$ cat src/rtl/clock_tick_scheduler.sv
`timescale 1ns/1ps
`default_nettype none
// clock_tick_scheduler: one prescaled base tick drives CHANNELS periodic timers;
// expiries become pending events served round-robin on a valid/ready port.
module clock_tick_scheduler #(
  parameter int BUS_WIDTH = 32,
  parameter int FREQ_IN   = 1000000,
  parameter int FREQ_TICK = 1000,
  parameter int CHANNELS  = 4,
  parameter int CHAN_W    = 2
) (
  input  logic                 clk_in,
  input  logic                 rst,
  input  logic                 cfg_we,
  input  logic [CHAN_W-1:0]    cfg_chan,
  input  logic [BUS_WIDTH-1:0] cfg_period,
  input  logic [CHANNELS-1:0]  ovr_clr,
  output logic                 base_tick,
  output logic                 evt_valid,
  output logic [CHAN_W-1:0]    evt_chan,
  input  logic                 evt_ready,
  output logic [CHANNELS-1:0]  overrun
);

  localparam int PRESCALE = FREQ_IN / FREQ_TICK;
  localparam int PCNT_W   = (PRESCALE > 1) ? $clog2(PRESCALE) : 1;
  localparam logic [PCNT_W-1:0] PCNT_MAX = PCNT_W'(PRESCALE - 1);

  logic [PCNT_W-1:0]   pcnt;
  logic [CHANNELS-1:0] pending;
  logic [CHAN_W-1:0]   ptr;
  logic [CHAN_W-1:0]   grant;
  logic                found;
  logic                accept;

  assign accept = evt_valid && evt_ready;

  always_ff @(posedge clk_in) begin
    if (rst) begin
      pcnt      <= '0;
      base_tick <= 1'b0;
    end else begin
      base_tick <= (pcnt == PCNT_MAX);
      pcnt      <= (pcnt == PCNT_MAX) ? '0 : pcnt + PCNT_W'(1);
    end
  end

  for (genvar g = 0; g < CHANNELS; g++) begin : g_chan
    logic [BUS_WIDTH-1:0] period;
    logic [BUS_WIDTH-1:0] count;
    logic                 pend;
    logic                 ovr;
    logic                 active;
    logic                 expire;
    logic                 wr_sel;
    logic                 acc_sel;

    assign active  = (period != '0);
    assign expire  = base_tick && active && (count == period - BUS_WIDTH'(1));
    assign wr_sel  = cfg_we && (cfg_chan == CHAN_W'(g));
    assign acc_sel = accept && (evt_chan == CHAN_W'(g));

    assign pending[g] = pend;
    assign overrun[g] = ovr;

    // A config write wins over everything else happening to this channel.
    always_ff @(posedge clk_in) begin
      if (rst) begin
        period <= '0;
        count  <= '0;
        pend   <= 1'b0;
        ovr    <= 1'b0;
      end else if (wr_sel) begin
        period <= cfg_period;
        count  <= '0;
        pend   <= 1'b0;
        ovr    <= 1'b0;
      end else begin
        if (base_tick && active)
          count <= expire ? '0 : count + BUS_WIDTH'(1);
        if (expire) begin
          pend <= 1'b1;
          if (pend && !acc_sel)
            ovr <= 1'b1;
          else if (ovr_clr[g])
            ovr <= 1'b0;
        end else begin
          if (acc_sel)
            pend <= 1'b0;
          if (ovr_clr[g])
            ovr <= 1'b0;
        end
      end
    end
  end

  // First pending channel at or above ptr, wrapping round.
  always_comb begin
    int idx;
    grant = '0;
    found = 1'b0;
    idx   = 0;
    for (int i = 0; i < CHANNELS; i++) begin
      idx = int'(ptr) + i;
      if (idx >= CHANNELS)
        idx = idx - CHANNELS;
      if (!found && pending[idx]) begin
        found = 1'b1;
        grant = CHAN_W'(idx);
      end
    end
  end

  always_ff @(posedge clk_in) begin
    if (rst) begin
      evt_valid <= 1'b0;
      evt_chan  <= '0;
      ptr       <= '0;
    end else if (evt_valid) begin
      if (evt_ready) begin
        evt_valid <= 1'b0;
        ptr       <= (evt_chan == CHAN_W'(CHANNELS - 1)) ? '0 : evt_chan + CHAN_W'(1);
      end
    end else if (found) begin
      evt_valid <= 1'b1;
      evt_chan  <= grant;
    end
  end

endmodule
`default_nettype wire

$ cat config.mk
export PLATFORM = sky130hd
export DESIGN_NAME = clock_tick_scheduler
export DESIGN_NICKNAME = d
export VERILOG_FILES = /design/src/rtl/clock_tick_scheduler.sv
export SDC_FILE = /design/constraint.sdc
export NUM_CORES = 1
export LEC_CHECK = 0
export CAP_MARGIN = 25
export CORE_ASPECT_RATIO = 0.6
export CORE_MARGIN = 3
export CORE_UTILIZATION = 35
export DETAILED_ROUTE_END_ITERATION = 10
export GPL_TIMING_DRIVEN = 0
export PLACE_DENSITY_LB_ADDON = 0.25
export SLEW_MARGIN = 30
export SYNTH_ARGS = -nofsm -noshare
export SYNTH_HDL_FRONTEND = slang
export SYNTH_SLANG_ARGS = --single-unit
$ cat constraint.sdc
create_clock -name clk_in -period 3.2 [get_ports clk_in]
set_input_delay 0.64 -clock clk_in [delete_from_list [all_inputs] [get_ports clk_in]]
set_output_delay 0.64 -clock clk_in [all_outputs]
set_load 0.01 [all_outputs]
# Word-level counts from Yosys, hierarchy flattened
# Cells that the tools add are included.
# classes
addsub	17
n_lt_le_gt_ge	8
eq_ne	11
n_mux	52
bitwise	1
n_reduce_logical	48
# op_table
op	n
$mux 32	8
$add 32x1->32 const B	4
$eq 32x32->1	4
$lt 32x4->1 const B	4
$reduce_bool 32->1	4
$sub 32x1->32 const B	4
$mux 1	35
$logic_and 1x1->1	24
$sub 3x3->4 const B	3
$add 10x1->10 const B	1
$eq 10x10->1 const B	1
$mux 2	5
$reduce_or 2->1	5
$ge 3x3->1 const B	3
$bmux 1 s2	4
$eq 2x2->1 const B	4
$reduce_bool 2->1	4
$logic_not 1->1	7
$add 2x2->3 const B	2
$eq 2x1->1 const B	2
$logic_not 2->1	2
$reduce_and 2->1	2
$sub 2x3->4 const B	1
$add 2x1->3 const B	1
other kinds (3)	3
# totals
register_bits	280
input_bits	42
output_inout_bits	8
wordCells	158

# Depth between registers and ports, before layout
# Gate-level depths: netlist of the first run.
# logic_depth
ltp_word	17
ltp_mapped	13
ltp_nobuf	10

# Least setup slack after synthesis of the first run
# No wires, ideal clock.
# synth_timing
kind	register to register
startpoint	reg g_chan[1].period[4]
endpoint	reg g_chan[1].count[21]
setup_ns	0.141
t_arrival_ns	3.154
required_ns	3.059
slack_ns	-0.095
stages_incl_launch_ff	11
n_path_buf	2
synth_period_minus_slack_ns	3.295
cell_sequence	dfxtp_1 -> buf_6 -> or4_4 -> or4_1 -> a222oi_1 -> nand4_1 -> or4_4 -> nor4_4 -> and2b_4 -> buf_12 -> nor3_2
# synth_via
elab_chain_cells	4
word_cells_on_any_way	6
classes_between	add/sub (1); eq/ne (1); mux (1); reduce/logical (3)
# synth_lines
item	line	rtl
start, declared	49	logic [BUS_WIDTH-1:0] period;
start signal, assigned	74	period <= cfg_period;
$sub 32x1->32 or $reduce_bool 32->1 (tied branches)	59, 58	
$eq 32x32->1 or $logic_and 1x1->1 (tied branches)	59, 79	
$logic_and 1x1->1	59	assign expire = base_tick && active && (count == period - BUS_WIDTH'(1));
$mux 32	80	count <= expire ? '0 : count + BUS_WIDTH'(1);
end signal, assigned	80	
end, declared	50	logic [BUS_WIDTH-1:0] count;
# Parallel ways exist; a longest one is shown, timed or not.
# A chain may end at the register's enable or synchronous reset.

# Worst setup path after layout of the first run
# layout_timing
startpoint	reg g_chan[1].period[5]
endpoint	reg g_chan[1].count[6]
# Same word-level chain as after synthesis.

==> results.cfg, run 1 <==
[hold_path]
hold_path_end = pcnt[0]$_SDFF_PP0_
hp-start = pcnt[0]$_SDFF_PP0_
hp-class = reg -> reg
holdPathStages = 1

[sta]
rsz0062_at_grt = yes
slew_headroom_pct = 31.8
tns_ns = -10.03
max_freq_mhz = 292
report.final.slew_viol_count = 0
setup_violations = 72
finalHoldViolCount = 0
post-route-min-period_ns = 3.43
layout_setup_ws_ns = -0.226
fin_skew_ns = 0.0125
fin_crit_sh_pct = 107
worstMarginPinSlew_ns = 1.02

[synthesis]
yosys-top-cells-count = 361 x nand2_1, 280 x dfxtp_1, 154 x a21oi_1, 152 x xnor2_1, 129 x xor2_1
postSynthCellCount = 2062
syn-num-nets = 2121
yosysSeqAreaShare_pct = 34.5
synth.mux.area_fraction_pct = 1.02
synth_edf_count = 0
ys_warn_count = 0
synth-async-reset-ratio_pct = 0
yosys.area_share.simple_pct = 32.7
ys_types = 82
synth-compound-area-share_pct = 11.1
ys_ff_latch = 280
synth_most_common_cell = nand2_1
synth_top_area_share_pct = 34.5
syn_area_um2 = 16200
ys.flop_type = dfxtp_1
synth_largest_area_cell = dfxtp_1
synth_top_family_by_area = simple AND/OR/NAND/NOR gates
synth_xor_area_share_pct = 15.2
synth_area_leaders = dfxtp_1 35%, nand2_1 8.3%, xnor2_1 8.2%, xor2_1 7.0%, a21oi_1 4.7%
synthAdderAreaFrac_pct = 1.31
syn_area_per_cell_um2 = 7.87

[detailed_routing]
drc_errors = 0
wire_per_inst_um = 18.8
drt_iter0_drc = 1395
wl_mm = 52.7
num_vias = 15510
first_pass_iters = 5
ant_nets = 0
via_per_inst = 5.53

[floorplanning]
fp.dieH_um = 173
rows = 60
die_x_um = 284
start_util_pct = 35.9
coreArea_um2 = 45300
die_area_um2 = 49100
ioPinCount = 50

[run]
drv_cap = 0

[worst_setup_path]
required_ns = 3.62
r2r_slack_ns = -0.23
end_kind = flop
start_kind = flop
worst-endpoint-arrival_ns = 3.85
crit_type = reg -> reg
critPathMaxFanout = 5
r2r_cells = 9
timing.rr.start = g_chan[1].period[5]$_SDFFE_PP0P_
r2r-end = g_chan[1].count[6]$_SDFFE_PP0P_

[cts]
cts_tree = yes
root_buffer = clkbuf_16
clk_path_buf_depth = 3
h-tree-depth = 1
ctsHoldBuffers = 0
clock_latency_ns = 0.57
numClockSinks = 280
clk_pin_slew_ns = 0.07
cts_made_buffers = 27

[placement]
hpwl_mm = 38.8
gp_congestion = 0.915
pre_cts_ws_ns = -1.16
placed_area_um2 = 17500
port_buffers = 48

[layout]
post-route-util_pct = 43.6
multi_input_comb_area_um2 = 10900
diodes = 0
drive_gt1_share_pct = 13.8
final_area_um2 = 19700
fillCellCount = 4490
fin_nets = 2226
area_growth_pct = 21.6
ff_latch_area_um2 = 5650

[global_route]
grt_antenna_before_repair = 3
grt_pass1_vias = 14153
grt-ovfl-total = 0
grt_max_degree = 15
grt_pass1_wl_mm = 80.5
grtUsageTotal_pct = 20.3

[outcome]
outcome = finished, violations left
violations = negative setup slack

[power]
peakVddDrop_mv = 0.356
p_leak_nw = 6.81
p_per_area_nw_per_um2 = 426
[layout by cell type, fill, tap and decap left out, types with 23 or more instances in the layout]
cell type | netlist | routed
nand2_1 | 361 | 361
xor2_1 | 129 | 129
buf_4 | 7 | 33
o21ai_0 | 26 | 23
clkdlybuf4s50_1 | 0 | 48
clkbuf_16 | 0 | 31
inv_1 | 37 | 35
clkbuf_1 | 96 | 87
a21oi_1 | 154 | 154
nand3_1 | 80 | 78
dfxtp_1 | 280 | 261
xnor2_1 | 152 | 148
and3_1 | 38 | 38
nor4_1 | 46 | 32
nor3_2 | 30 | 69
nand4_1 | 57 | 57
nor3_1 | 113 | 54
nor2_1 | 127 | 126
[worst max-delay path, stage by stage (launching register included)]
cell	delay (ns)
dfxtp_4	0.37
or4_4	0.52
or4_4	0.52
a222oi_1	0.46
nand4_1	0.18
or4_4	0.55
nor4_4	0.16
and2b_4	0.29
clkbuf_16	0.19
nor3_2	0.04
[where the power goes]
group          switching, mW  internal [mW]  total (mW)
Sequential            0.0865           3.54        3.62
Combinational          0.918          0.618        1.54
Clock                   1.47           1.79        3.26
Total                   2.47           5.94        8.41
[cell families (layout without fill, tap and decap cells)]
family	after synthesis	after routing
AND/OR/NAND/NOR	1020	1020
AO/OA/AOI/OAI	293	293
XOR/XNOR	281	281
flip-flops	280	280
buffers and inverters	155	278
adder cells (fa/ha/maj)	17	17
multiplexers	16	16
[flip-flops by register name, indices dropped and copies added, names as in the netlist]
signal and flops:
g_chan.period 128, evt_valid 1, pcnt 10, evt_chan 2, base_tick 1, g_chan.pend 4
g_chan.count 128, ptr 2, g_chan.ovr 4
[per-layer routing]
| metal | global-route usage [%] | share of wire, % | vias to the layer above |
|---|---|---|---|
| li1 | - | - | 7461 |
| met5 | 0 | 0 | - |
| met4 | 4.13 | 1.8 | 0 |
| met2 | 27.2 | 38 | 496 |
| met3 | 5.39 | 9.9 | 54 |
| met1 | 31.8 | 50 | 7499 |
[layout make-up]
class / count / share of cell area (%)
multi-input combinational: 1627 / 55.0
buffer: 103 / 2.76
clock buffer: 40 / 4.02
tap: 620 / 3.93
inverter: 37 / 0.716
timing repair buffer: 91 / 4.64
sequential: 280 / 28.6
clock inverter: 7 / 0.317
[timing repair]
action                                  4_1_cts  5_1_grt
pin swaps                                    50       68
buffers inserted                             21       14
cloned                                        3        5
gates resized for setup                     117      116
endpoints found under the setup margin      136      131
[worst max-delay path by stage]
stage | from | endpoint | slack (ns) | cells after the start
after floorplan | g_chan[3].period[2]$_SDFFE_PP0P_ | g_chan[3].count[10]$_SDFFE_PP0P_ | -0.02 | 12
final | g_chan[1].period[5]$_SDFFE_PP0P_ | g_chan[1].count[6]$_SDFFE_PP0P_ | -0.23 | 9
after detailed placement | g_chan[2].period[0]$_SDFFE_PP0P_ | g_chan[2].count[7]$_SDFFE_PP0P_ | -1.16 | 12
after global routing | g_chan[1].period[5]$_SDFFE_PP0P_ | g_chan[1].count[6]$_SDFFE_PP0P_ | -0.32 | 9
after CTS | g_chan[1].period[4]$_SDFFE_PP0P_ | g_chan[1].count[0]$_SDFFE_PP0P_ | -0.32 | 10
after global placement | g_chan[2].period[0]$_SDFFE_PP0P_ | g_chan[2].count[13]$_SDFFE_PP0P_ | -1.15 | 12
[stage by stage]
stage | hold WS [ns] | power, mW | cells
3_5_place_dp | 0.437 | 4.97 | 2730
2_1_floorplan | 0.413 | 4.56 | 2062
3_3_place_gp | 0.424 | 4.94 | 2730
4_1_cts | 0.446 | 8.34 | 2789
6_report | 0.440 | 8.41 | 2805
5_1_grt | 0.463 | 8.74 | 2805
Note: power is estimated with default switching activity, not from simulation.
==> inputs of run 2 (changes only) <==
--- a/config.mk
+++ b/config.mk
@@ -9,9 +9,10 @@
 export CORE_ASPECT_RATIO = 0.6
 export CORE_MARGIN = 3
 export CORE_UTILIZATION = 35
+export CTS_BUF_LIST = sky130_fd_sc_hd__clkbuf_4 sky130_fd_sc_hd__clkbuf_8
 export DETAILED_ROUTE_END_ITERATION = 10
 export GPL_TIMING_DRIVEN = 0
-export PLACE_DENSITY_LB_ADDON = 0.25
+export PLACE_DENSITY = 0.63
 export SLEW_MARGIN = 30
 export SYNTH_ARGS = -nofsm -noshare
 export SYNTH_HDL_FRONTEND = slang
==> run 2 against run 1 <==
Net effect: utilization is 0.65 points higher; global-route usage is 0.23 points higher; largest power group unchanged; non-clock buffer count is 8 higher; the flow still finishes with violations (negative setup slack); routed wire length is 1.9% higher; sequential share of layout area is 0.44 points lower; maximum frequency is 4.2% lower; die area stayed put; clock power is 2% lower; register-to-register slack worse by 0.15 ns.
==> results.cfg, run 2 (same netlist as run 1, synthesis figures left out) <==
[worst_setup_path]
worst-endpoint-arrival_ns = 4.03
path_cells = buf_6 -> or4_4 -> or4_4 -> a222oi_1 -> nand4_1 -> or4_4 -> nor4_4 -> and2b_4 -> buf_12 -> nor3_2
r2r_slack_ns = -0.38
crit_type = reg -> reg
end_kind = flop
r2r-end = g_chan[1].count[9]$_SDFFE_PP0P_
crit_family = simple AND/OR/NAND/NOR gates
crit_end = g_chan[1].count[9]$_SDFFE_PP0P_
crit_path_top_delay_cell = or4_4
cp_num_buf_inv = 2
timing.rr.start = g_chan[1].period[4]$_SDFFE_PP0P_
path_depth = 10
required_ns = 3.65
cp_common_cell = or4_4
max_stage_delay_ns = 0.56
r2r_cells = 10
critPathMaxFanout = 10
start_kind = flop
crit_path_start = g_chan[1].period[4]$_SDFFE_PP0P_

[sta]
slew_headroom_pct = 31.5
fin_hold_ws_ns = 0.454
layout_setup_ws_ns = -0.375
setup_violations = 94
post-route-min-period_ns = 3.58
worstMarginPinSlew_ns = 1.03
fin_skew_ns = 0.0329
tns_ns = -16.65
fin_crit_sh_pct = 112
report.final.slew_viol_count = 0
max_freq_mhz = 280
rsz0062_at_grt = yes
finalHoldViolCount = 0

[detailed_routing]
drc_errors = 0
wire_per_inst_um = 18.9
wl_mm = 53.7
ant_nets = 0
drt_iter0_drc = 1496
first_pass_iters = 6
num_vias = 15926
via_per_inst = 5.60

[global_route]
grtUsageTotal_pct = 20.5
grt_antenna_before_repair = 1
grt_pass1_wl_mm = 81.3
grt_pass1_vias = 14382
grt-ovfl-total = 0
grt_max_degree = 11

[power]
p_leak_nw = 6.95
p_per_area_nw_per_um2 = 422
peakVddDrop_mv = 0.266
p_total_mw = 8.45

[cts]
clk_pin_slew_ns = 0.07
h-tree-depth = 2
clock_latency_ns = 0.60
root_buffer = clkbuf_8
cts_made_buffers = 42
cts_tree = yes
ctsHoldBuffers = 0
numClockSinks = 280
clk_path_buf_depth = 3

[layout]
post-route-util_pct = 44.3
fin_cells = 2843
final_common_cell = nand2_1
largestRegisters = g_chan.count: 128 flops, g_chan.period: 128 flops, pcnt: 10 flops
final_cell_mix = 361 x nand2_1, 261 x dfxtp_1, 154 x a21oi_1
fin_nets = 2249
drive_gt1_share_pct = 16.4
final_area_um2 = 20000
area_growth_pct = 23.4

[outcome]
violations = negative setup slack
outcome = finished, violations left

[run]
drv_cap = 0

[placement]
pre_cts_ws_ns = -1.33
port_buffers = 48
placed_area_um2 = 17500
hpwl_mm = 39.4
gp_congestion = 0.916
placedCellCount = 2730

[floorplanning]
start_util_pct = 35.9
fp.dieH_um = 173
coreArea_um2 = 45300
ioPinCount = 50
die_area_um2 = 49100
rows = 60
die_x_um = 284

[hold_path]
hp-class = reg -> reg
==> run 2: changes by cell type in the layout (fill, tap and decap cells not counted), moves of 3 or more <==
cell       change
nor4_2         +5
clkbuf_16     -28
clkbuf_1       -5
clkbuf_4      +15
nor4_1         -4
nor3_4        +10
nor3_1        -12
clkbuf_8      +47
buf_6          +3
buf_4          +7
==> run 2: final cells by class <==
cell class	instances	area, µm²
plain buffers	103	548
inverters	37	139
diodes	1	2.50
clock buffers	70	863
multi-input cells	1627	11100
well taps	620	776
flip-flops and latches	280	5640
fillers	4508	25200
clock inverters	6	32.5
repair buffers	99	972
==> run 2: metal layers <==
layer  part of all wire (%)  track usage, %  up-vias
met4                    1.7            4.60        0
met3                     11            6.02       80
met1                     48            31.3     7718
met2                     39            28.0      597
li1                       -               -     7531
met5                      0               0        -
==> run 2: worst min-delay path by stage <==
stage	from	to	slack (ns)	cells past startpoint
after global placement	pcnt[0]$_SDFF_PP0_	pcnt[0]$_SDFF_PP0_	0.43	1
after detailed placement	pcnt[0]$_SDFF_PP0_	pcnt[0]$_SDFF_PP0_	0.44	1
final	pcnt[0]$_SDFF_PP0_	pcnt[0]$_SDFF_PP0_	0.45	1
after CTS	pcnt[0]$_SDFF_PP0_	pcnt[0]$_SDFF_PP0_	0.45	1
after global routing	pcnt[0]$_SDFF_PP0_	pcnt[0]$_SDFF_PP0_	0.48	1
after floorplan	pcnt[0]$_SDFF_PP0_	pcnt[0]$_SDFF_PP0_	0.41	1
==> run 2: what timing repair did <==
| action | 4_1_cts | 5_1_grt |
|---|---|---|
| pin swaps | 54 | 73 |
| buffers inserted | 22 | 24 |
| resized for setup | 132 | 135 |
| endpoints found under the setup margin | 136 | 129 |
| cloned | 3 | 3 |
==> run 2: report_power, final <==
part	total (mW)	internal [mW]	switching, mW
sequential	3.63	3.54	0.0874
clock	3.21	1.70	1.51
combinational	1.61	0.653	0.957
total	8.45	5.89	2.56
==> variant 1 (flow settings as in run 2) <==
`FREQ_IN`: 1000000 -> 250000.
--- a/src/rtl/clock_tick_scheduler.sv
+++ b/src/rtl/clock_tick_scheduler.sv
@@ -6,3 +6,3 @@
   parameter int BUS_WIDTH = 32,
-  parameter int FREQ_IN   = 1000000,
+  parameter int FREQ_IN   = 250000,
   parameter int FREQ_TICK = 1000,
Function: same outputs for any inputs over 10 cycles, from zero or initial values and one cycle with rst high; that may be too few to reach the edited logic, so the function may still have changed.
==> variant 1 against run 2 <==
The flow still finishes with violations (negative setup slack); setup slack better by 0.30 ns; final cell count is 0.88% higher; cell area shrank 1.7%; area after synthesis increased by 0.89%; die area grew 0.86%; critical path depth unchanged; clock power decreased by 6.9%; total power decreased by 3.2%; sequential share of layout area rose by 0.25 points; sequential cell count down 2; wire length is 3.8% higher; largest cell class unchanged.
==> variant 1: results (changes against run 2) <==
stage	metric	value	unit	change
grt	grt_pass1_wl	84.8	mm	+4.3%
place	dpl.hpwl	41.5	mm	+5.3%
pwr	ir_worst_vdd	0.000228	V	-14%
critical_path	critPathMaxStageDelay	0.54	ns	-0.02 ns
timing	finalSetupViolCount	32		-66%
clock_tree	worstSkewPairLatency	0.62	ns	+0.02 ns
pwr	leakagePower	0.00688	uW	-1.1%
timing	fin_skew	0.0182	ns	-0.0147 ns
status	violations	negative setup slack		
final_layout	clk_share	3.98	%	-0.49 points
final_layout	buffers_excl_clock	188		-6.9%
status	status	finished with violations		
pwr	intPower	5640	uW	-4.3%
final_layout	top_regs	g_chan.count x128, g_chan.period x128, pcnt x8		
clock_tree	cts_num_sinks	278		-0.71%
critical_path	arrival	3.73	ns	-0.30 ns
logic_synthesis	yosys-top-cells-area	dfxtp_1, nand2_1, xnor2_1, xor2_1, nor3_1		
grt	antenna_found_initial	2		+1
final_layout	fill_cells	4652		+3.2%
grt	grt.total_usage	21.5	%	+0.96 points
final_layout	stdcell_area	19700	um2	-1.7%
drt	firstDrtPassIters	7		+1
timing	worst_slack	-0.0742	ns	+0.301 ns
drt	first_iter_violations	1455		-2.7%
final_layout	n_all_inverters	47		+27%
logic_synthesis	synthTopCellsByCount	nand2_1, dfxtp_1, nor3_1, a21oi_1, xnor2_1		
final_layout	multi_input_comb_cells	1668		+2.5%
==> variant 1: what timing repair did <==
action                                  4_1_cts  5_1_grt
setup buffers                                16       18
cloned                                        1        2
endpoints found under the setup margin      136      136
gates resized for setup                      91      112
pin swaps                                    22       36
==> variant 1: final timing paths <==
kind                       start                 end  slack [ns]  cells past startpoint
max          g_chan[0].period[9]  g_chan[0].count[4]       -0.07                     10
min                      pcnt[0]             pcnt[0]        0.48                      1
max reg2reg  g_chan[0].period[9]  g_chan[0].count[4]       -0.07                     10
min reg2reg              pcnt[0]             pcnt[0]        0.48                      1
==> variant 1: cell families after synthesis <==
family	count (synthesis)	synth area share, %
simple gates	1068	33.4
compound gates	282	10.6
xor+xnor	278	15.0
flops	278	34.0
buf+inv	168	4.23
mux	22	1.38
fa+ha+maj	18	1.38
==> variant 1: power by group through the flow <==
stage / Combinational [uW] / Sequential, uW / Clock (uW)
2_1_floorplan: 933 / 3640 / 0
3_3_place_gp: 1310 / 3670 / 0
3_5_place_dp: 1330 / 3670 / 0
4_1_cts: 1430 / 3610 / 3040
5_1_grt: 1680 / 3640 / 3200
6_report: 1570 / 3630 / 2990
==> variant 1: metal layers <==
metal  up-vias  global-route usage (%)  wire length, um
met1      7662                    33.4            27300
met5         -                       0                0
li1       7685                       -                -
met2       608                    28.8            21600
met4         0                    4.62             1150
met3        87                    5.91             5830
==> variant 1: metrics by stage <==
step           power, uW  cells  utilization [%]
2_1_floorplan       4570   2114                -
5_1_grt             8520   2867             43.3
3_5_place_dp        5000   2783             38.9
3_3_place_gp        4980   2783             38.8
4_1_cts             8080   2854             41.8
6_report            8180   2868             43.3
==> variant 2 (settings of run 2) <==
Made on the original files. Put one more register stage on the output `overrun`, with the module's reset. The value now appears one clock later. The other outputs are not delayed to match.
--- a/src/rtl/clock_tick_scheduler.sv
+++ b/src/rtl/clock_tick_scheduler.sv
@@ -27,2 +27,4 @@
   localparam logic [PCNT_W-1:0] PCNT_MAX = PCNT_W'(PRESCALE - 1);
+
+  logic [CHANNELS-1:0] overrun_d;
 
@@ -63,3 +65,3 @@
     assign pending[g] = pend;
-    assign overrun[g] = ovr;
+    assign overrun_d[g] = ovr;
 
@@ -129,2 +131,10 @@
 
+  always_ff @(posedge clk_in) begin
+    if (rst) begin
+      overrun <= '0;
+    end else begin
+      overrun <= overrun_d;
+    end
+  end
+
 endmodule
Check against the original RTL: no difference found for any inputs over 10 cycles, from zero or initial values and one cycle with rst high; that may be too few to reach the edited logic, so the function may still have changed.
==> variant 2 against run 2 <==
Sequential cell count rose by 4; area after synthesis up 2.1%; critical endpoint is now g_chan[1].count[25]; setup slack improved by 0.33 ns; total power decreased by 1.3%; cell area down 1.0%; wire length is 2.1% higher; the run still ends with negative setup slack left; critical path type unchanged; global-route usage is 0.44 points higher.
==> variant 2: results (changes against run 2) <==
stage	metric	value	unit	change
status	status	finished with violations		
status	violations	negative setup slack		
critical_path	crit_fanout	6		-4
final_layout	antenna_cells	0		-1
critical_path	reg2reg_depth	12		+2
clock_tree	path_clk_slew	0.07	ns	about the same
grt	antenna_found_initial	0		-1
place	gp_congestion	0.931		+1.6%
timing	fin_skew	0.0260	ns	-0.00684 ns
final_layout	fill_cells	4738		+5.1%
clock_tree	post-cts-setup-buffer-count	30		+36%
drt	wl_met3	6.33	mm	+9.9%
drt	vias	16309		+2.4%
place	portBuffers	49		+2.1%
logic_synthesis	yosys-top-cells-area	dfxtp_1, nand2_1, xnor2_1, xor2_1, a21oi_1		
logic_synthesis	yosysUniqueCellTypes	85		+3.7%
logic_synthesis	synth.net_count	2205		+4.0%
critical_path	worstReg2RegEnd	g_chan[1].count[25]		
logic_synthesis	synth_compound_area_share	11.6	%	+0.42 points
logic_synthesis	synth_fa_ha_area_share	1.28	%	-0.027 points
grt	grt_max_degree	11		unchanged
final_layout	fin_nets	2339		+4.0%
logic_synthesis	synthTopCellsByCount	nand2_1, dfxtp_1, nor2_1, a21oi_1, xnor2_1		
grt	grtUsageMet2	26.9	%	-1.1 points
worst_hold_path	min_path_type	reg -> reg		
timing	finalSetupViolCount	10		-89%
drt	route.met2.wl	20.4	mm	-3.7%
clock_tree	numCtsBuffers	43		+2.4%
worst_hold_path	min_to	pcnt[0]		
place	dp_slack	-0.862	ns	+0.467 ns
pwr	ir_worst_vdd	0.000290	V	+8.9%
timing	finalSetupTns	-0.438	ns	+16.21 ns
grt	grt_use_met1	32.0	%	+0.75 points
logic_synthesis	synthMuxAreaShare	0.846	%	-0.17 points
drt	drt-total-wl	54.9	mm	+2.1%
drt	firstDrtPassIters	6		unchanged
critical_path	critPathLaunch	g_chan[1].period[0]		
drt	top_layer	met5		
grt	grt_pass1_wl	83.2	mm	+2.3%
timing	worst_slack	-0.0494	ns	+0.326 ns
timing	relSlewSlack	39.5	%	+8.0 points
pwr	leakagePower	0.00690	uW	-0.73%
grt	grt_use_met3	7.98	%	+2.0 points
drt	first_iter_violations	1575		+5.3%
logic_synthesis	synth_xor_area_share	14.5	%	-0.68 points
pwr	intPower	5810	uW	-1.3%
critical_path	arrival	3.69	ns	-0.34 ns
pwr	pwr-share-clk	36.8	%	-1.2 points
drt	drt-met1-wl	27.1	mm	+4.9%
place	dpl.hpwl	41.2	mm	+4.7%
final_layout	drive_gt1_share	12.6	%	-3.8 points
place	placed_area	17900	um2	+2.1%
timing	fin_hold_ws	0.445	ns	-0.00862 ns
clock_tree	cts_resized	66		-50%
grt	grt.total_usage	21.0	%	+0.44 points
grt	grt_pass1_vias	14831		+3.1%
logic_synthesis	seq_area_frac_synth	34.3	%	-0.22 points
-- variant 2: changes by cell type in the layout (fill, tap and decap cells not counted), sizes merged, moves of 10 or more --
cell and delta:
nor2 +50, nor3 -20, a21oi +14, nand4 +14, xnor2 -14, or3 +10
-- variant 2: critical path, delay by kind of cell (launching register included) --
kind	cells	cell delay [ns]
and+or+nand+nor	6	1.79
AOI/OAI and AO/OA	2	0.40
DFF	1	0.38
buffers and inverters	4	0.53
-- variant 2: final cells by class --
cell class              instances  area (um2)  share of cell area, %
repair buffers                107        1030                   5.20
well taps                     630         788                   3.98
clock inverters                 4        22.5                  0.114
clock buffers                  66         802                   4.04
inverters                      39         146                  0.738
plain buffers                 101         492                   2.48
flip-flops and latches        284        5720                   28.9
multi-input cells            1704       10800                   54.6
-- variant 2: through the flow --
step / instances / total power, uW
finish: 2935 / 8340
global route: 2935 / 8690
floorplan: 2146 / 4630
detailed placement: 2825 / 5070
global placement: 2825 / 5030
CTS: 2917 / 8240
